### config.mk
export PLATFORM = sky130hd
export DESIGN_NAME = cond_issue_ctrl
export DESIGN_NICKNAME = d
export VERILOG_FILES = /design/src/rtl/cond_issue_ctrl.sv
export SDC_FILE = /design/constraint.sdc
export NUM_CORES = 1
export LEC_CHECK = 0
export CAP_MARGIN = 20
export CORE_MARGIN = 3
export CORE_UTILIZATION = 45
export CTS_CLUSTER_DIAMETER = 50
export DETAILED_ROUTE_END_ITERATION = 6
export GPL_ROUTABILITY_DRIVEN = 0
export PLACE_DENSITY = 0.79
export SETUP_SLACK_MARGIN = 0.4
export SLEW_MARGIN = 20
export SYNTH_ARGS = -nofsm -noshare
export SYNTH_HDL_FRONTEND = slang
export SYNTH_SLANG_ARGS = --single-unit
### constraint.sdc
create_clock -name clk -period 2.8 [get_ports clk]
set_input_delay 0.56 -clock clk [delete_from_list [all_inputs] [get_ports clk]]
set_output_delay 0.56 -clock clk [all_outputs]
set_load 0.03 [all_outputs]
### src/rtl/cond_issue_ctrl.sv
// Issue-stage conditional-execution controller: owns NZCV, stalls on in-flight flag setters, squashes after taken branches.
// Optional COND_FLAG_FWD_EN: evaluate a stalled condition against returning ALU flags in the same cycle.
module cond_issue_ctrl #(
  parameter int unsigned FLUSH_CYCLES = 2,
  parameter int unsigned MAX_PEND     = 3
) (
  input  logic       clk,
  input  logic       rst_n,
  input  logic       in_valid,
  output logic       in_ready,
  input  logic [3:0] in_cond,
  input  logic       in_s,
  input  logic       in_branch,
  output logic       out_valid,
  input  logic       out_ready,
  output logic       out_exec,
  output logic       out_taken,
  input  logic       alu_flags_valid,
  input  logic [3:0] alu_flags,
  output logic [3:0] sr,
  output logic [2:0] pend_cnt,
  output logic       flush
);

  typedef enum logic {ST_RUN, ST_FLUSH} state_e;

  localparam logic [3:0] COND_AL    = 4'd14;
  localparam logic [2:0] MAX_PEND_L = 3'(MAX_PEND);
  localparam logic [3:0] FLUSH_L    = 4'(FLUSH_CYCLES);

  state_e     state_q, state_d;
  logic [3:0] flush_cnt_q, flush_cnt_d;
  logic [3:0] sr_q, sr_d;
  logic [2:0] pend_q, pend_d;
  logic       out_valid_q, out_valid_d;
  logic       out_exec_q, out_exec_d;
  logic       out_taken_q, out_taken_d;

  logic       fwd, stall, pass, accept, issue, flags_ret, set_flags;
  logic [3:0] eval_flags;

  function automatic logic cond_pass(input logic [3:0] cond, input logic [3:0] f);
    logic n, z, c, v, r;
    {n, z, c, v} = f;
    case (cond)
      4'd0:    r = z;
      4'd1:    r = !z;
      4'd2:    r = c;
      4'd3:    r = !c;
      4'd4:    r = n;
      4'd5:    r = !n;
      4'd6:    r = v;
      4'd7:    r = !v;
      4'd8:    r = c && !z;
      4'd9:    r = !c || z;
      4'd10:   r = (n == v);
      4'd11:   r = (n != v);
      4'd12:   r = !z && (n == v);
      4'd13:   r = z || (n != v);
      4'd14:   r = 1'b1;
      default: r = 1'b0;
    endcase
    return r;
  endfunction

  always_comb begin
    fwd = 1'b0;
`ifdef COND_FLAG_FWD_EN
    // Last pending setter's flags arrive now: use them directly instead of waiting for sr.
    fwd = alu_flags_valid && (pend_q == 3'd1) && (in_cond != COND_AL);
`endif
    stall      = ((pend_q != 3'd0) && (in_cond != COND_AL) && !fwd) ||
                 ((pend_q == MAX_PEND_L) && in_s);
    eval_flags = fwd ? alu_flags : sr_q;
    pass       = cond_pass(in_cond, eval_flags);
    in_ready   = (state_q == ST_FLUSH) || ((!out_valid_q || out_ready) && !stall);
    accept     = in_valid && in_ready;
    issue      = accept && (state_q == ST_RUN);
    flags_ret  = alu_flags_valid && (pend_q != 3'd0);
    set_flags  = issue && in_s && pass;
  end

  always_comb begin
    state_d     = state_q;
    flush_cnt_d = flush_cnt_q;
    sr_d        = sr_q;
    pend_d      = pend_q;
    out_valid_d = out_valid_q;
    out_exec_d  = out_exec_q;
    out_taken_d = out_taken_q;

    // Output register drains normally even while squashing new arrivals.
    if (issue) begin
      out_valid_d = 1'b1;
      out_exec_d  = pass;
      out_taken_d = pass && in_branch;
    end else if (out_ready) begin
      out_valid_d = 1'b0;
      out_exec_d  = 1'b0;
      out_taken_d = 1'b0;
    end

    case (state_q)
      ST_RUN: begin
        if (issue && pass && in_branch) begin
          state_d     = ST_FLUSH;
          flush_cnt_d = FLUSH_L;
        end
      end
      ST_FLUSH: begin
        if (flush_cnt_q <= 4'd1) begin
          state_d     = ST_RUN;
          flush_cnt_d = '0;
        end else begin
          flush_cnt_d = flush_cnt_q - 4'd1;
        end
      end
      default: state_d = ST_RUN;
    endcase

    case ({set_flags, flags_ret})
      2'b10:   pend_d = pend_q + 3'd1;
      2'b01:   pend_d = pend_q - 3'd1;
      default: pend_d = pend_q;
    endcase

    if (flags_ret) sr_d = alu_flags;
  end

  always_ff @(posedge clk or negedge rst_n) begin
    if (!rst_n) begin
      state_q     <= ST_RUN;
      flush_cnt_q <= '0;
      sr_q        <= '0;
      pend_q      <= '0;
      out_valid_q <= 1'b0;
      out_exec_q  <= 1'b0;
      out_taken_q <= 1'b0;
    end else begin
      state_q     <= state_d;
      flush_cnt_q <= flush_cnt_d;
      sr_q        <= sr_d;
      pend_q      <= pend_d;
      out_valid_q <= out_valid_d;
      out_exec_q  <= out_exec_d;
      out_taken_q <= out_taken_d;
    end
  end

  assign out_valid = out_valid_q;
  assign out_exec  = out_exec_q;
  assign out_taken = out_taken_q;
  assign sr        = sr_q;
  assign pend_cnt  = pend_q;
  assign flush     = (state_q == ST_FLUSH);

endmodule
==> results.ini <==
[run_status]
run_status = completed

[power]
p_seq_share_pct = 30.0
power.leakage_nw = 0.707
p_comb_share_pct = 60.6
reported_net_switching_power_mw = 0.603
power.share.switching_pct = 44.9
peakVddDrop_mv = 0.618
p_int_mw = 0.740
powerDensity_nw_per_um2 = 864
clock_network_power_share_pct = 9.3

[hold_path]
hold_removal_path_class = flop to flop
hold-path-cell-count = 1

[global_routing]
grt_max_degree = 16
grt_first_pass_wirelength_um = 4840
grt_pass1_vias = 1056
global_route.overflow_total = 0
grtUsageTotal_pct = 23.4
grt_antenna_before_repair = 0

[setup_path]
critical_path.startpoint_type = flop
path_type_of_the_worst_setup_path = flop to flop
worst_r2r_endpoint = pend_cnt[2]
critPathArrivalTime_ns = 2.76
critical_path.reg2reg.startpoint = sr[3]
worst_setup_endpoint = pend_cnt[2]
worst-path-max-fanout = 5
critical_path_required_ns = 3.01
cp-startpoint = sr[3]
kind_of_end_point_of_the_critical_path = flop
r2r_cells = 11
r2r_slack_ns = 0.26

[die]
die_h_um = 54.2
floorplan.die.width_um = 54.2
row_count = 16
die_area_um2 = 2930
initial_utilization_pct = 50.1
design.portCount = 27
core_area_um2 = 2080

[placement]
place_inst = 167
dp_hpwl_um = 2140
io_buffers = 26

[cts]
holdBufCountCts = 0
cts.clk_slew.worst_paths_ns = 0.09
insertion_delay_ns = 0.28
max-clock-path-buffers = 2
cts_inserted_buffers = 3
htreeDepth = 1
tritoncts = yes
cts_root_buffer = sky130_fd_sc_hd__clkbuf_4
numClockSinks = 15

[sta]
worst-slew-pin-transition_ns = 0.663
clock-skew-final_ns = 0.00260
final_hold_viol_count = 0
min_period_ns = 2.54
max_clock_freq_ghz = 0.393
timing.slew.headroom_pct = 55.6
slew_violations = 0
unrepaired_setup_endpoints_after_global_routing = true
timing.final.setup_violations = 0
finalCritPeriodShare_pct = 90.8
tns_ns = 0

[logic_synthesis]
synth_simple_gate_area_share_pct = 24.0
synth_seq_cells = 15
number_of_enable_flip_flop_cells_after_synthesis = 0
yosysWarnings = 0
synth_cell_type_count = 43
dominantRegCellSynth = sky130_fd_sc_hd__dfrtp_1
seq_area_frac_synth_pct = 36.0
syn_avg_cell_area_um2 = 9.94
dominant_combinational_cell_family_by_area_after_synthesis = simple AND/OR/NAND/NOR gates
synthCells = 105
synth_fa_ha_area_share_pct = 5.52
post_synth_mux_area_share_pct = 8.27
synth_compound_area_share_pct = 15.7
synth_xor_area_share_pct = 3.36
synth_net_count = 124
post_synth_instance_area_um2 = 1040
postSynth.asyncResetShare_pct = 100

[route]
per_cell_via_count_in_the_routed_design = 5.63
route.detailed.wl_per_inst_um = 17.2
via_count = 1013
dr.first_iter.drc_count = 23
routed_wirelength_um = 3090
route.antenna.remaining_nets = 0
detail_route.drc_violations = 0
detail_route.first_pass.iterations = 4

[cells_and_area]
final-instance-count-excl-fill = 180
nNetsFinal = 173
area_growth_pct = 49.0
fillers = 153
num_antenna_cells = 0
fraction_of_layout_cells_with_a_size_suffix_above_1_pct = 34.6

[run]
max-cap-violations = 0

[critical path: stages, from the launching register on]
cell and delay, ns:
sky130_fd_sc_hd__dfrtp_2 0.46, sky130_fd_sc_hd__mux2_4 0.28, sky130_fd_sc_hd__a22o_4 0.26, sky130_fd_sc_hd__nor4_4 0.28
sky130_fd_sc_hd__a31oi_2 0.15, sky130_fd_sc_hd__nand2_1 0.09, sky130_fd_sc_hd__ha_2 0.19, sky130_fd_sc_hd__inv_2 0.04
sky130_fd_sc_hd__fa_2 0.33, sky130_fd_sc_hd__xor2_1 0.14, sky130_fd_sc_hd__nor2_1 0.11, sky130_fd_sc_hd__xor2_1 0.14
[flip-flops by register name, indices dropped and copies added, names as in the netlist]
name and count:
out_exec 1, flush 1, out_valid 1, out_taken 1
flush_cnt_q 4, sr 4, pend_cnt 3
[layer usage]
layer	GRT usage (%)	part of all wire (%)	vias to the layer above
li1	-	-	476
met1	29.2	42	481
met2	40.0	51	47
met3	1.94	4.6	9
met4	11.6	2.9	0
met5	0	0	-
[power by group through the flow]
stage / Combinational (mW) / Clock, mW / Sequential (mW)
final: 0.814 / 0.125 / 0.404
after global routing: 0.882 / 0.135 / 0.419
after CTS: 0.770 / 0.127 / 0.401
after detailed placement: 0.724 / 0 / 0.408
after global placement: 0.698 / 0 / 0.400
after floorplan: 0.355 / 0 / 0.496
[cells by family (layout without fill, tap and decap cells)]
kind of cell	after synthesis	after routing
and+or+nand+nor	40	40
AOI/OAI and AO/OA	19	19
DFF	15	15
buffers and inverters	15	63
muxes	8	8
adders and majority gates	4	4
xor gates and xnor gates	4	4
[stage by stage]
step	worst slack [ns]	total power [mW]	cell area [µm²]	hold slack, ns	util (%)
6_report	0.257	1.34	1560	0.486	74.7
5_1_grt	0.113	1.44	1560	0.512	74.7
4_1_cts	0.226	1.30	1490	0.489	71.5
3_5_place_dp	-0.438	1.13	1400	0.468	67.2
3_3_place_gp	-0.338	1.10	1400	0.465	67.2
2_1_floorplan	0.152	0.851	1040	0.264	-
[cell type report]
class | count | area [µm²] | share of cell area [%]
Sequential cell | 15 | 379 | 24.4
Clock buffer | 4 | 26.3 | 1.69
Tap cell | 27 | 33.8 | 2.17
Inverter | 11 | 41.3 | 2.65
Multi-Input combinational cell | 75 | 646 | 41.5
Timing Repair Buffer | 48 | 429 | 27.6
[synth_stat cells (2+ instances only)]
master                     instances  area, µm²
sky130_fd_sc_hd__o31ai_1           3       22.5
sky130_fd_sc_hd__mux2i_1           3       30.0
sky130_fd_sc_hd__nor2_1            6       22.5
sky130_fd_sc_hd__mux2_2            5       56.3
sky130_fd_sc_hd__a21o_1            2       15.0
sky130_fd_sc_hd__xor2_1            2       17.5
sky130_fd_sc_hd__dfrtp_1          15        375
sky130_fd_sc_hd__ha_1              3       37.5
sky130_fd_sc_hd__buf_4             3       22.5
sky130_fd_sc_hd__inv_1            11       41.3
sky130_fd_sc_hd__xnor2_1           2       17.5
sky130_fd_sc_hd__nor3_1            4       20.0
sky130_fd_sc_hd__nand3_1           2       10.0
sky130_fd_sc_hd__nand2b_1          3       18.8
sky130_fd_sc_hd__a31oi_1           2       12.5
sky130_fd_sc_hd__nor4_1            2       12.5
sky130_fd_sc_hd__nand4b_1          3       26.3
sky130_fd_sc_hd__o21ai_0           3       15.0
sky130_fd_sc_hd__nand2_1           7       26.3
[placed cells by master, fill, tap and decap left out, types with 4 or more instances in the layout]
cell                              synthesis  layout
sky130_fd_sc_hd__buf_4                    3      22
sky130_fd_sc_hd__clkdlybuf4s50_1          0      21
sky130_fd_sc_hd__mux2_2                   5       4
sky130_fd_sc_hd__nor2_1                   6       6
sky130_fd_sc_hd__nand2_1                  7       7
sky130_fd_sc_hd__inv_1                   11      10
sky130_fd_sc_hd__dfrtp_1                 15      12
[worst min path at each step]
stage                     slack, ns        to      from
after floorplan                0.26     flush     rst_n
after global placement         0.46  out_exec  out_exec
after detailed placement       0.47  out_exec  out_exec
after CTS                      0.49  out_exec  out_exec
after global routing           0.51  out_exec  out_exec
final                          0.49  out_exec  out_exec
[timing repair]
action | in CTS | in global routing
setup buffers | 5 | 4
endpoints found under the setup margin | 4 | 3
resized for setup | 21 | 9
pin swaps | 10 | 9
Note: power is estimated with default switching activity, not from simulation.
